==> config.mk <==
export PLATFORM = sky130hd
export DESIGN_NAME = svpwm_gate_driver
export DESIGN_NICKNAME = d
export VERILOG_FILES = /design/src/rtl/svpwm_gate_driver.sv
export SDC_FILE = /design/constraint.sdc
export NUM_CORES = 1
export LEC_CHECK = 0
export ABC_CLOCK_PERIOD_IN_PS = 3060
export CORE_ASPECT_RATIO = 0.8
export CORE_MARGIN = 2
export CORE_UTILIZATION = 40
export DETAILED_ROUTE_END_ITERATION = 6
export HOLD_SLACK_MARGIN = 0.1
export PLACE_DENSITY = 0.64
export SYNTH_ARGS = -nofsm -noshare
export SYNTH_HDL_FRONTEND = slang
export SYNTH_SLANG_ARGS = --single-unit
==> constraint.sdc <==
create_clock -name clk -period 3.06 [get_ports clk]
set_input_delay 0.306 -clock clk [delete_from_list [all_inputs] [get_ports clk]]
set_output_delay 0.306 -clock clk [all_outputs]
set_load 0.05 [all_outputs]
==> src/rtl/svpwm_gate_driver.sv <==
`default_nettype none
// ============================================================================
//  Module      : svpwm_gate_driver
//  Description : Center-aligned carrier, double-buffered compare/period
//                registers, and per-phase dead-time generators producing six
//                complementary gate drives plus zero/peak ADC strobes.
//  Revision    : 1.0 - initial release
// ============================================================================
module svpwm_gate_driver #(
    parameter int PWM_WIDTH = 16,
    parameter int DT_WIDTH  = 8
) (
    input  logic                   clk,
    input  logic                   rstn,
    input  logic [3*PWM_WIDTH-1:0] pwm_in_tdata,
    input  logic                   pwm_in_tvalid,
    input  logic [PWM_WIDTH-1:0]   period,
    input  logic [DT_WIDTH-1:0]    deadtime,
    input  logic                   enable,
    output logic [2:0]             gate_h,
    output logic [2:0]             gate_l,
    output logic                   cnt_zero,
    output logic                   cnt_peak,
    output logic [PWM_WIDTH-1:0]   cnt
);

    typedef enum logic [0:0] {
        DIR_UP   = 1'b0,
        DIR_DOWN = 1'b1
    } dir_t;

    dir_t                      dir;
    logic [2:0][PWM_WIDTH-1:0] shadow_cmp;
    logic [2:0][PWM_WIDTH-1:0] active_cmp;
    logic                      pending;
    logic [PWM_WIDTH-1:0]      active_period;
    logic [PWM_WIDTH-1:0]      eff_period;
    logic [PWM_WIDTH-1:0]      cnt_inc;
    logic [PWM_WIDTH-1:0]      cnt_dec;
    logic                      load;

    // A load edge is any enabled cycle sitting at carrier zero. The period
    // being loaded already governs the counting step taken on that edge, so a
    // freshly loaded zero period parks the carrier immediately.
    assign load       = enable && (cnt == '0);
    assign eff_period = load ? period : active_period;
    assign cnt_inc    = cnt + 1'b1;
    assign cnt_dec    = cnt - 1'b1;

    assign cnt_zero = enable && (cnt == '0);
    assign cnt_peak = enable && (cnt == active_period) && (active_period != '0);

    // Up/down carrier: 0,1..P,P-1..1 with the direction flag as the only state
    always_ff @(posedge clk) begin
        if (!rstn || !enable) begin
            cnt <= '0;
            dir <= DIR_UP;
        end else if (eff_period == '0) begin
            cnt <= '0;
            dir <= DIR_UP;
        end else if (dir == DIR_UP) begin
            cnt <= cnt_inc;
            if (cnt_inc == eff_period) begin
                dir <= DIR_DOWN;
            end
        end else begin
            cnt <= cnt_dec;
            if (cnt_dec == '0) begin
                dir <= DIR_UP;
            end
        end
    end

    // Shadow capture and zero-aligned transfer; a beat landing in the load
    // cycle is written after the transfer reads the old shadow, so it stays
    // pending for the following zero.
    always_ff @(posedge clk) begin
        if (!rstn) begin
            shadow_cmp    <= '0;
            active_cmp    <= '0;
            active_period <= '0;
            pending       <= 1'b0;
        end else begin
            if (load) begin
                active_period <= period;
                if (pending) begin
                    active_cmp <= shadow_cmp;
                    pending    <= 1'b0;
                end
            end
            if (pwm_in_tvalid) begin
                shadow_cmp <= pwm_in_tdata;
                pending    <= 1'b1;
            end
        end
    end

    generate
        for (genvar i = 0; i < 3; i++) begin : g_phase
            logic                phase_raw;
            logic                prev_raw;
            logic                armed;
            logic                drv_h;
            logic                drv_l;
            logic [DT_WIDTH-1:0] dead_cnt;

            // Registered compare of this phase against the carrier
            always_ff @(posedge clk) begin
                if (!rstn || !enable) begin
                    phase_raw <= 1'b0;
                end else begin
                    phase_raw <= (active_cmp[i] > cnt);
                end
            end

            // Dead-band: any change of the requested side (or the first cycle
            // after start-up) blanks both gates for deadtime cycles; a change
            // inside the band restarts it. Outputs are only ever complementary
            // or both low.
            always_ff @(posedge clk) begin
                if (!rstn) begin
                    drv_h    <= 1'b0;
                    drv_l    <= 1'b0;
                    prev_raw <= 1'b0;
                    armed    <= 1'b0;
                    dead_cnt <= '0;
                end else if (!enable) begin
                    drv_h    <= 1'b0;
                    drv_l    <= 1'b0;
                    prev_raw <= 1'b0;
                    armed    <= 1'b0;
                    dead_cnt <= deadtime;
                end else if (!armed || (phase_raw != prev_raw)) begin
                    armed    <= 1'b1;
                    prev_raw <= phase_raw;
                    if (deadtime == '0) begin
                        drv_h    <= phase_raw;
                        drv_l    <= ~phase_raw;
                        dead_cnt <= '0;
                    end else begin
                        drv_h    <= 1'b0;
                        drv_l    <= 1'b0;
                        dead_cnt <= deadtime - 1'b1;
                    end
                end else if (dead_cnt != '0) begin
                    drv_h    <= 1'b0;
                    drv_l    <= 1'b0;
                    dead_cnt <= dead_cnt - 1'b1;
                end else begin
                    drv_h <= phase_raw;
                    drv_l <= ~phase_raw;
                end
            end

            assign gate_h[i] = drv_h;
            assign gate_l[i] = drv_l;
        end
    endgenerate

endmodule
`default_nettype wire

* Word-level counts from Yosys, hierarchy flattened
Cells that the tools add are included.
** Operators by class
- Add/sub/neg operators :: 6
- Multipliers :: 0
- Divide/modulo/power cells :: 0
- Order comparisons :: 3
- Equality and inequality tests :: 8
- Shift-type cells :: 0
- Multiplexer cells :: 35
- Bitwise logic cells :: 3
- Reductions and logical operators :: 24
** Operators by type and width (number)
- 2-to-1 mux 8 bit :: 10
- > comparator 16 bit :: 3
- zero test 16 bit :: 3
- equality test 16 bit :: 2
- 2-to-1 mux 16 bit :: 2
- subtractor 8 x 1 -> 8 bit, second input constant :: 4
- nonzero test 8 bit :: 3
- 2-to-1 mux 1 bit :: 23
- adder 16 x 1 -> 16 bit, second input constant :: 1
- nonzero test 16 bit :: 1
- subtractor 16 x 1 -> 16 bit, second input constant :: 1
- != test 3 x 1 -> 1 bit, second input constant :: 3
- zero test 8 bit :: 1
- zero test 1 bit :: 5
- logical OR 1 bit :: 4
- AND reduction 2 bit :: 2
- logical AND 1 bit :: 3
- != test 1 bit :: 3
- inverter 1 bit :: 3
- nonzero test 2 bit :: 1
- OR reduction 2 bit :: 1
** Word-level totals
- Flip-flop bits (word level) :: 169
- Bits in latches :: 0
- RAM bits :: 0
- Memory bits (read-only) :: 0
- Bits of input ports :: 76
- Output and inout port bits :: 24
- Word-level logic and storage cells :: 107
- Memories :: 0

* Depth between registers and ports, before layout
- Depth after elaboration :: 6
- Mapped depth :: 12
- Mapped depth without buffers :: 10

* Worst setup path after synthesis
Ideal clock, no wire load.
- Path type :: register to register
- Start :: register cnt[0]
- End :: register dir
- Setup time :: 0.122 ns
- Data arrival time :: 3.468 ns
- Data required time :: 2.938 ns
- Path slack :: -0.530 ns
- Cell stages (with the launch flop) :: 12
- Buffers on the path :: 1
- Period minus slack after synthesis :: 3.590 ns
- Path through :: dfxtp_1 -> buf_2 -> inv_1 -> ha_1 -> nor3b_2 -> nand2_1 -> nor3_1 -> o21ai_0 -> nor3_1 -> mux2i_1 -> mux2i_1 -> o31ai_2
** On the way
- Longest elaborated chain between the ends :: 6
- Elaborated cells on any way between the ends :: 12
- Classes of those cells :: add/sub: 2; eq/ne: 1; mux: 4; reduce/logical: 5
** Ends and longest elaborated chain
- start: declaration :: line 24 : output logic [PWM_WIDTH-1:0] cnt
- start signal: assignment :: line 62 : cnt <= cnt_inc;
- start signal: assignment :: line 67 : cnt <= cnt_dec;
- zero test 16 bit (*)
- logical AND 1 bit (*)
- net cnt_zero :: line 22 : output logic cnt_zero,
- 2-to-1 mux 16 bit (*)
- equality test 16 bit :: line 63 : if (cnt_inc == eff_period) begin
- 2-to-1 mux 1 bit :: line 63
- 2-to-1 mux 1 bit :: line 61 : end else if (dir == DIR_UP) begin
- end signal: assignment :: line 60 : dir <= DIR_UP;
- end signal: assignment :: line 64 : dir <= DIR_DOWN;
- end signal: assignment :: line 69 : dir <= DIR_UP;
- end: declaration :: line 32 : dir_t dir;
Mark *: on every way through the listed nets, which the timed path passes. The rest lies on a longest branch.
A chain may end at the register's enable or synchronous reset.

* Final worst setup path
- Start :: register cnt[4]
- End :: output cnt_peak
** On the way
- Longest elaborated chain between the ends :: 3
** Ends and longest elaborated chain
- equality test 16 bit :: line 51 : assign cnt_peak = enable && (cnt == active_period) && (active_period != '0);
- logical AND 1 bit (2 in a row) :: line 51
- end: declaration :: line 23 : output logic cnt_peak,
No other way between the ends.

==> flow_summary.toml <==
[run_status]
status = "finished clean"

[drt]
totalWireLength_um = 25130
routedWlPerCell_um = 16.96
ant_nets = 0
drc = 0
dr.pass1.iters = 5
vias_per_cell = 5.250
drt-initial-drc-count = 634
route.vias.total = 7781

[synthesis]
synth.top_cells.by_count = "dfxtp_1, nand2_1, nor2b_1"
synth_nets = 1211
syn_inst = 1080
yosys.area.top_type = "dfxtp_1"
seq_area_frac_synth_pct = 36.52
synth_top_area_share_pct = 36.52
synth.most_common_cell = "dfxtp_1"
ys_warn_count = 0
synth_edf_count = 0
ys.flop_type = "dfxtp_1"
yosys-top-cells-area = "dfxtp_1, ha_1, mux2i_1"
ys_seq_elements = 169
ys_types = 59
ys_async_sr_fraction_pct = 0
syn_area_um2 = 9264
syn_avg_cell_area_um2 = 8.578

[worst_setup_path]
crit_buf_inv = 1
slowest_delay_ps = 610
arrival_ps = 2640
worstSetupEndpoint = "cnt_peak"
slowest_stage = "dfxtp_1"
crit_path_cell_trace = "xor2_1 > nor4_1 > nand3_1 > nor3_1 > o31ai_1 > nor4_2 > buf_12"
cpLargestDelayFamily = "simple AND/OR/NAND/NOR gates"
timing.rr.end = "dir"
r2r_slack_ps = 310
cp-startpoint = "cnt[4]"
endpoint_kind = "output pin"
reg2reg_from = "cnt[7]"
worstPathMaxFanout = 10
critPathKind = "register to output pin"
reg2reg_depth = 8
crit_path_start_kind = "register"
required_ps = 2750
crit_cells = 7

[floorplanning]
core_area_um2 = 22620
initial_core_util_pct = 40.95
rows = 49
io_pins = 100
die_h_um = 140.1
die_area_um2 = 24400
die_w_um = 174.1

[clock_network]
htree_levels = 4
ctsResizeCount = 0
post_cts_buffers = 0
clock_latency_ps = 440
clockRootBuffer = "clkbuf_16"
cts_sinks = 169
holdBufCountCts = 0
cts_buffers = 17
clock_path_buffers = 2
cts_tree = "built"
clkTransAtPathRegs_ps = 70

[layout]
fin_cells = 1482
regArea_um2 = 3385
drive_gt1_share_pct = 6.803
nets = 1294
areaGrowthSynthToFinish_pct = 20.45
n_antenna_cell = 0
final_core_util_pct = 49.32
multi_input_area_um2 = 5464
fillers = 2126

[sta]
rsz0062_at_grt = "no"
relSlewSlack_pct = 55.13
finalSetupViolCount = 0
fin_skew_ps = 8.700
hold_ws_ps = 438.3
hold_viol_final = 0
report.final.slew_viol_count = 0
max_freq_ghz = 0.3397
finalCritPeriodShare_pct = 96.20
tightest_slew_ps = 666.9
layout_min_cycle_time_ps = 2944

[grt]
grt_max_degree = 75
grt_pass1_wl_um = 40210
first_global_vias = 7334
antenna_found_initial = 0
overflow = 0
grtUsageTotal_pct = 20.95

[place]
port_buffers = 99
place_congestion = 0.9644
place_hpwl_um = 18660
place_inst = 1450

[run]
cap_violations = 0

[power_and_ir_drop]
p_leak_nw = 4.413
vdd_ir_drop_max_mv = 0.3599
power-per-cell-area_nw_per_um2 = 481.1

[hold_path]
hold_path.class = "input pin to register"
[power breakdown]
part           switching (mW)  leakage [nW]  internal, mW
sequential             0.0801          1.38          2.30
clock                    1.00         0.283          1.16
combinational           0.430          2.75         0.402
total                    1.51          4.41          3.86
[final cells by class]
cell class | count | share of cell area, %
multi-input combinational | 813 | 48.97
sequential | 169 | 30.33
timing repair buffer | 127 | 10.88
clock buffer | 17 | 3.813
tap | 306 | 3.431
clock inverter | 15 | 1.402
inverter | 35 | 1.177
[kinds of logic after synthesis]
kind of cell    Yosys count  share of synthesized area, %
mux                      66                         7.172
xor+xnor                 75                         7.239
simple gates            423                         23.07
buf+inv                  98                         4.619
compound gates          194                         13.95
flops                   169                         36.52
fa+ha+maj                55                         7.428
[worst min-delay path by stage]
| stage | slack, ps | startpoint | endpoint | cells after the start |
|---|---|---|---|---|
| CTS | 410 | rstn | g_phase[2].armed | 3 |
| global placement | 450 | active_cmp[0] | active_cmp[0] | 2 |
| floorplan | 440 | g_phase[1].phase_raw | g_phase[1].drv_l | 1 |
| finish | 440 | rstn | g_phase[1].armed | 3 |
| detailed placement | 460 | active_cmp[0] | active_cmp[0] | 2 |
| global route | 470 | pwm_in_tdata[45] | shadow_cmp[45] | 3 |
[sequential cells by signal (all words and copies together) (netlist names)]
signal             cells
active_cmp            48
active_period         16
cnt                   16
dir                    1
g_phase.armed          3
g_phase.dead_cnt      24
g_phase.drv_h          3
g_phase.drv_l          3
g_phase.phase_raw      3
g_phase.prev_raw       3
pending                1
shadow_cmp            48
[per-stage QoR]
stage,area [um2],power (mW),setup TNS (ps),setup slack [ps]
3_3_place_gp,10580,3.247,0,300.6
6_report,11160,5.368,0,116.3
3_5_place_dp,10580,3.248,0,236.6
4_1_cts,11160,5.411,0,161.2
5_1_grt,11160,5.609,0,0.4234
2_1_floorplan,9275,2.963,-15.56,-15.56
[worst register-to-register path, delay by kind of cell (launching register included)]
kind               cells  cell delay (ps)
and+or+nand+nor        5             1510
DFF                    1              630
AOI/OAI and AO/OA      3              550
[metal layers]
layer  share of wire (%)  GRT usage (%)  up-vias
met5                   0              0        -
met4                0.94          4.423        0
met3                 6.6          4.696       16
met2                  40          29.46      234
met1                  52          32.25     3638
li1                    -              -     3893
[cell usage in the layout (no fill, tap or decap), types with 24 or more instances in the layout]
cell and count:
ha_1 55, a21oi_1 37, buf_4 29, clkdlybuf4s50_1 95, nor2_1 63, dfxtp_1 168, mux2i_1 63, o21ai_0 33
inv_1 34, nand2_1 150, a21boi_0 63, nand3_1 24, xnor2_1 55, nor2b_1 79
No activity file was read; power rests on OpenSTA's default activity.
